File: config.mk
export PLATFORM = sky130hd
export DESIGN_NAME = button_event_arbiter
export DESIGN_NICKNAME = d
export VERILOG_FILES = /design/src/rtl/button_event_arbiter.sv
export SDC_FILE = /design/constraint.sdc
export NUM_CORES = 1
export LEC_CHECK = 0
export BUFFER_PORTS_ARGS = -buffer_cell sky130_fd_sc_hd__clkbuf_2
export CAP_MARGIN = 30
export CORE_ASPECT_RATIO = 1.2
export CORE_MARGIN = 2
export CORE_UTILIZATION = 49
export CTS_CLUSTER_DIAMETER = 80
export DETAILED_ROUTE_END_ITERATION = 8
export GPL_ROUTABILITY_DRIVEN = 1
export HOLD_SLACK_MARGIN = 0.02
export PLACE_DENSITY = 0.8
export REMOVE_ABC_BUFFERS = 1
export SYNTH_ARGS = -nofsm -noshare
export SYNTH_HDL_FRONTEND = slang
export SYNTH_SLANG_ARGS = --single-unit
File: constraint.sdc
create_clock -name clk -period 8.5 [get_ports clk]
set_input_delay 0.425 -clock clk [delete_from_list [all_inputs] [get_ports clk]]
set_output_delay 0.425 -clock clk [all_outputs]
set_load 0.05 [all_outputs]
File: src/rtl/button_event_arbiter.sv
// button_event_arbiter
// Turns presses on N_BUTTONS asynchronous push-buttons into one stream of
// events with a valid/ready handshake. Each button has a 3-flop synchroniser
// and a rising-edge detector. Pending presses are granted round-robin.
// A press that arrives while the same button is still pending is dropped and
// counted.
//
// Optional feature macro: BUTTON_LOCKOUT_EN
//   When defined, each button gets a lockout (debounce) counter that is
//   LOCKOUT_CYCLES long. When not defined, every edge is qualified and
//   LOCKOUT_CYCLES is used only by the parameter range check.
//
// Ports:
//   clk        system clock, all flops on rising edge
//   rst        asynchronous active-high reset
//   btn_in     raw asynchronous button levels [N_BUTTONS]
//   evt_valid  event available (registered)
//   evt_id     button index of the presented event (registered)
//   evt_ready  consumer accepts the event when high together with evt_valid
//   pending    per-button pending flags (registered)
//   drop_cnt   saturating count of dropped presses (registered)
module button_event_arbiter #(
  parameter int unsigned N_BUTTONS      = 4,
  parameter int unsigned LOCKOUT_CYCLES = 1000
) (
  input  logic                         clk,
  input  logic                         rst,
  input  logic [N_BUTTONS-1:0]         btn_in,
  output logic                         evt_valid,
  output logic [$clog2(N_BUTTONS)-1:0] evt_id,
  input  logic                         evt_ready,
  output logic [N_BUTTONS-1:0]         pending,
  output logic [7:0]                   drop_cnt
);

  localparam int unsigned ID_W  = $clog2(N_BUTTONS);
  localparam int unsigned CNT_W = $clog2(N_BUTTONS + 1);

  // Elaboration-time parameter range checks
  if (N_BUTTONS < 2 || N_BUTTONS > 16) begin : g_bad_n
    $error("button_event_arbiter: N_BUTTONS must be 2..16");
  end
  if (LOCKOUT_CYCLES < 1 || LOCKOUT_CYCLES > 65535) begin : g_bad_lockout
    $error("button_event_arbiter: LOCKOUT_CYCLES must be 1..65535");
  end

  logic [N_BUTTONS-1:0] s0_q, s1_q, s2_q;
  logic [N_BUTTONS-1:0] rise;
  logic [N_BUTTONS-1:0] qual;
  logic [N_BUTTONS-1:0] pending_q, pending_d;
  logic                 evt_valid_q, evt_valid_d;
  logic [ID_W-1:0]      evt_id_q, evt_id_d;
  logic [ID_W-1:0]      last_q, last_d;
  logic [7:0]           drop_cnt_q, drop_cnt_d;

  logic                 loadable;
  logic                 found;
  logic [ID_W-1:0]      sel;
  logic [N_BUTTONS-1:0] grant_vec;
  logic [N_BUTTONS-1:0] drop_vec;
  logic [CNT_W-1:0]     n_drops;
  logic [8:0]           drop_sum;

  assign rise = s1_q & ~s2_q;

`ifdef BUTTON_LOCKOUT_EN
  localparam int unsigned LCW = $clog2(LOCKOUT_CYCLES + 1);

  logic [LCW-1:0] lock_q [N_BUTTONS];
  logic [LCW-1:0] lock_d [N_BUTTONS];

  // An edge qualifies only while its counter is idle; qualifying reloads it
  always_comb begin
    for (int unsigned i = 0; i < N_BUTTONS; i++) begin
      lock_d[i] = lock_q[i];
      qual[i]   = rise[i] & (lock_q[i] == '0);
      if (qual[i]) begin
        lock_d[i] = LCW'(LOCKOUT_CYCLES);
      end else if (lock_q[i] != '0) begin
        lock_d[i] = lock_q[i] - LCW'(1);
      end
    end
  end

  always_ff @(posedge clk or posedge rst) begin
    if (rst) begin
      for (int unsigned i = 0; i < N_BUTTONS; i++) lock_q[i] <= '0;
    end else begin
      for (int unsigned i = 0; i < N_BUTTONS; i++) lock_q[i] <= lock_d[i];
    end
  end
`else
  assign qual = rise;
`endif

  assign loadable = ~evt_valid_q | evt_ready;

  // Round-robin search: first pending bit starting at last+1, wrapping
  always_comb begin
    int unsigned idx;
    logic [ID_W-1:0] idx_w;
    idx   = 0;
    idx_w = '0;
    found = 1'b0;
    sel   = '0;
    for (int unsigned k = 1; k <= N_BUTTONS; k++) begin
      idx   = (32'(last_q) + k) % N_BUTTONS;
      idx_w = ID_W'(idx);
      if (!found && pending_q[idx_w]) begin
        found = 1'b1;
        sel   = idx_w;
      end
    end
  end

  // Grant, pending update (set wins over grant-clear), drop counting
  always_comb begin
    grant_vec   = '0;
    evt_valid_d = evt_valid_q;
    evt_id_d    = evt_id_q;
    last_d      = last_q;
    n_drops     = '0;

    if (loadable) begin
      evt_valid_d = found;
      if (found) begin
        grant_vec[sel] = 1'b1;
        evt_id_d       = sel;
        last_d         = sel;
      end
    end

    pending_d = (pending_q & ~grant_vec) | qual;
    drop_vec  = qual & pending_q & ~grant_vec;

    for (int unsigned i = 0; i < N_BUTTONS; i++) begin
      n_drops = n_drops + CNT_W'(drop_vec[i]);
    end
    drop_sum   = {1'b0, drop_cnt_q} + 9'(n_drops);
    drop_cnt_d = (drop_sum > 9'd255) ? 8'hFF : drop_sum[7:0];
  end

  always_ff @(posedge clk or posedge rst) begin
    if (rst) begin
      s0_q        <= '0;
      s1_q        <= '0;
      s2_q        <= '0;
      pending_q   <= '0;
      evt_valid_q <= 1'b0;
      evt_id_q    <= '0;
      last_q      <= ID_W'(N_BUTTONS - 1);
      drop_cnt_q  <= '0;
    end else begin
      s0_q        <= btn_in;
      s1_q        <= s0_q;
      s2_q        <= s1_q;
      pending_q   <= pending_d;
      evt_valid_q <= evt_valid_d;
      evt_id_q    <= evt_id_d;
      last_q      <= last_d;
      drop_cnt_q  <= drop_cnt_d;
    end
  end

  assign evt_valid = evt_valid_q;
  assign evt_id    = evt_id_q;
  assign pending   = pending_q;
  assign drop_cnt  = drop_cnt_q;

endmodule

==> impl_metrics.csv <==
group,metric,value,unit
power_and_ir_drop,p_comb_frac,0.463,
setup_path,r2r-end,"drop_cnt[6]$_DFF_PP0_",
clocking,clk_pin_slew,90,ps
timing,rsz0062_at_grt,"false",
finish,layout_common_cells,"27 x dfrtp_1, 21 x clkbuf_2, 13 x nor2_1, 8 x nor2b_1, 7 x inv_1",
synth,syn_area,1280,um2
die,io-pin-count,22,
global_route,grt_max_degree,20,
synth,synth.distinct_cells,34,
power_and_ir_drop,vdd_ir_drop_max,0.294,mV
setup_path,r2r_cells,12,
placed_design,dpl_cell_area,1450,um2
drt,wl_per_cell,14.0,um
power_and_ir_drop,switchingPower,0.301,mW
timing,fin_crit,3400,ps
timing,hold_violations,0,
synth,ys_warn_count,0,
power_and_ir_drop,seqPwrFrac,0.356,
setup_path,r2r_start,"pending[3]$_DFF_PP0_",
placed_design,portBuffers,21,
timing,drv_slew,0,
power_and_ir_drop,p_int,0.344,mW
clocking,cts-buffers-inserted,5,
setup_path,cp-start-kind,"register",
global_route,grt_usage,0.194,
die,row_count,20,
timing,fmax,294,MHz
setup_path,r2r_slack,5100,ps
setup_path,critPathMaxFanout,9,
setup_path,arrival,3600,ps
drt,final_antenna_net_count,0,
clocking,htree_num_levels,2,
drt,vias,956,
die,dieArea,3040,um2
finish,fill_cells,222,
clocking,clock_latency,320,ps
global_route,grt_overflow_total,0,
power_and_ir_drop,p_leak,0.742,nW
clocking,holdBufCountCts,0,
run,maxCapViolations,0,
drt,drt_wl_total,2470,um
clocking,clockBufferDepth,2,
finish,n_antenna_cell,0,
placed_design,hpwl,1830,um
setup_path,cp-end-kind,"register",
synth,ys_seq_area_frac,0.569,
hold_path,holdCritPathClass,"input port to asynchronous set/reset pin",
global_route,grt_antenna_before_repair,0,
power_and_ir_drop,clkPwrFrac,0.180,
synth,syn_inst,113,
die,die_x,50.7,um
timing,clock_skew,3.00,ps
setup_path,critPathRequiredTime,8700,ps
drt,drtIter0Drc,21,
outcome,status,"finished, final reports clean",
finish,final_nets,153,
global_route,grt_pass1_wl,4240,um
die,start_util,0.512,
placed_design,gp_congestion,0.862,
timing,worst_slew_pin_slew,478,ps
die,core,2500,um2
clocking,post_cts_buffers,0,
finish,drive_gt1_frac,0.252,
timing,relSlewSlack,0.681,
clocking,cts-root-buf,"clkbuf_4",
power_and_ir_drop,power_density,419,nW/um2
timing,setup_viol,0,
timing,setup_tns,0,ps
clocking,cts_sinks,29,
synth,synth_seq_cells,29,
synth,syn_avg_cell_area,11.3,um2
clocking,tritoncts,"yes",
finish,final_common_cell,"dfrtp_1",
timing,post-route-period-util,0.401,
drt,firstDrtPassIters,4,
global_route,grt_pass1_vias,968,
drt,post_drt_via_cell_ratio,5.43,
die,die_h,60.0,um
clocking,ctsResizeCount,0,
setup_path,path_class,"register to register",
finish,synthToLayoutAreaGrowth,20.2,%
power_and_ir_drop,p_sw_frac,0.467,
drt,drcViolationCount,0,
finish,fin_area,1540,um2
==> cell families (layout without fill, tap and decap cells) <==
kind of cell | after synthesis | in the layout | share of synthesized area
buf+inv | 7 | 37 | 0.0205
mux | 2 | 2 | 0.0156
xor+xnor | 2 | 2 | 0.0137
compound gates | 26 | 26 | 0.146
fa+ha+maj | 4 | 4 | 0.0567
flops | 29 | 29 | 0.569
simple gates | 43 | 43 | 0.179
==> cell type report <==
| class | instances | area [um2] | share of cell area |
|---|---|---|---|
| sequential | 29 | 728 | 0.473 |
| multi-input combinational | 77 | 526 | 0.341 |
| timing repair buffer | 22 | 133 | 0.0862 |
| clock buffer | 7 | 55.1 | 0.0358 |
| tap | 33 | 41.3 | 0.0268 |
| clock inverter | 1 | 30.0 | 0.0195 |
| inverter | 7 | 26.3 | 0.0171 |
==> routing by layer <==
metal,routed length [um],part of all wire,global-route usage
met1,1020,0.41,0.230
met2,1270,0.51,0.325
met3,117,0.047,0.0625
met4,63,0.026,0.0849
met5,0,0,0
==> power by group through the flow <==
stage          sequential [mW]  combinational (mW)  clock [mW]
6_report                 0.230               0.299       0.116
5_1_grt                  0.237               0.324       0.127
3_3_place_gp             0.228               0.290           0
2_1_floorplan            0.321               0.131           0
4_1_cts                  0.229               0.301       0.118
3_5_place_dp             0.231               0.298           0
==> critical path, stage by stage (launching register included) <==
cell and delay (ps):
dfrtp_1 490, or4_4 570, nand2_2 130, a21o_1 130
o211ai_1 150, fa_1 530, fa_1 440, inv_1 80
fa_1 230, nand2_1 100, nor2b_1 190, and2_1 150
a21oi_1 70
==> cell usage after synthesis <==
cell | number | share of area
a31oi_1 | 4 | 0.020
or3_1 | 1 | 0.0049
ha_1 | 1 | 0.0098
nand3_1 | 2 | 0.0078
and3_1 | 1 | 0.0049
dfrtp_1 | 27 | 0.53
o31ai_1 | 1 | 0.0059
a21boi_0 | 1 | 0.0059
dfstp_2 | 2 | 0.041
xor2_1 | 2 | 0.014
a21o_1 | 3 | 0.018
fa_1 | 3 | 0.047
nand2b_1 | 4 | 0.020
or4_4 | 1 | 0.0088
or2_4 | 1 | 0.0068
o21bai_1 | 1 | 0.0059
inv_1 | 7 | 0.021
and3b_1 | 1 | 0.0068
a21oi_1 | 6 | 0.023
nor2_1 | 13 | 0.038
nand2_1 | 6 | 0.018
and2_4 | 1 | 0.0068
o211ai_1 | 2 | 0.012
nor3_1 | 2 | 0.0078
o21ai_0 | 2 | 0.0078
o211a_1 | 1 | 0.0078
mux2i_1 | 2 | 0.016
nor2b_1 | 8 | 0.039
nand2_2 | 1 | 0.0049
a221o_1 | 1 | 0.0078
o2bb2ai_2 | 1 | 0.012
o2111ai_1 | 2 | 0.014
and2_1 | 1 | 0.0049
o311ai_1 | 1 | 0.0068
==> stage by stage <==
step                      hold WS [ps]  setup slack [ps]  std cells  power (mW)   util
final                             82.4              5100        176       0.645  0.615
after CTS                         86.5              5110        176       0.648  0.615
after detailed placement           336              5160        168       0.529  0.581
after global routing               101              4870        176       0.687  0.615
after global placement             332              5290        167       0.518  0.570
after floorplan                    331              5160        113       0.452      -
==> registers in the layout (all words and copies together), names as in the netlist <==
register	cells
pending	4
last_q	2
evt_id	2
s1_q	4
evt_valid	1
s2_q	4
s0_q	4
drop_cnt	8
==> how the worst max path moves through the flow <==
| stage | cells past startpoint | end | start | slack, ps |
|---|---|---|---|---|
| final | 12 | drop_cnt[6]$_DFF_PP0_ | pending[3]$_DFF_PP0_ | 5100 |
| after global routing | 12 | drop_cnt[6]$_DFF_PP0_ | last_q[1]$_DFFE_PP1P_ | 4870 |
| after CTS | 12 | drop_cnt[6]$_DFF_PP0_ | pending[3]$_DFF_PP0_ | 5110 |
| after detailed placement | 12 | drop_cnt[6]$_DFF_PP0_ | pending[3]$_DFF_PP0_ | 5160 |
| after global placement | 12 | drop_cnt[6]$_DFF_PP0_ | pending[3]$_DFF_PP0_ | 5290 |
| after floorplan | 12 | drop_cnt[6]$_DFF_PP0_ | pending[3]$_DFF_PP0_ | 5160 |
(Power assumes the default switching activity.)
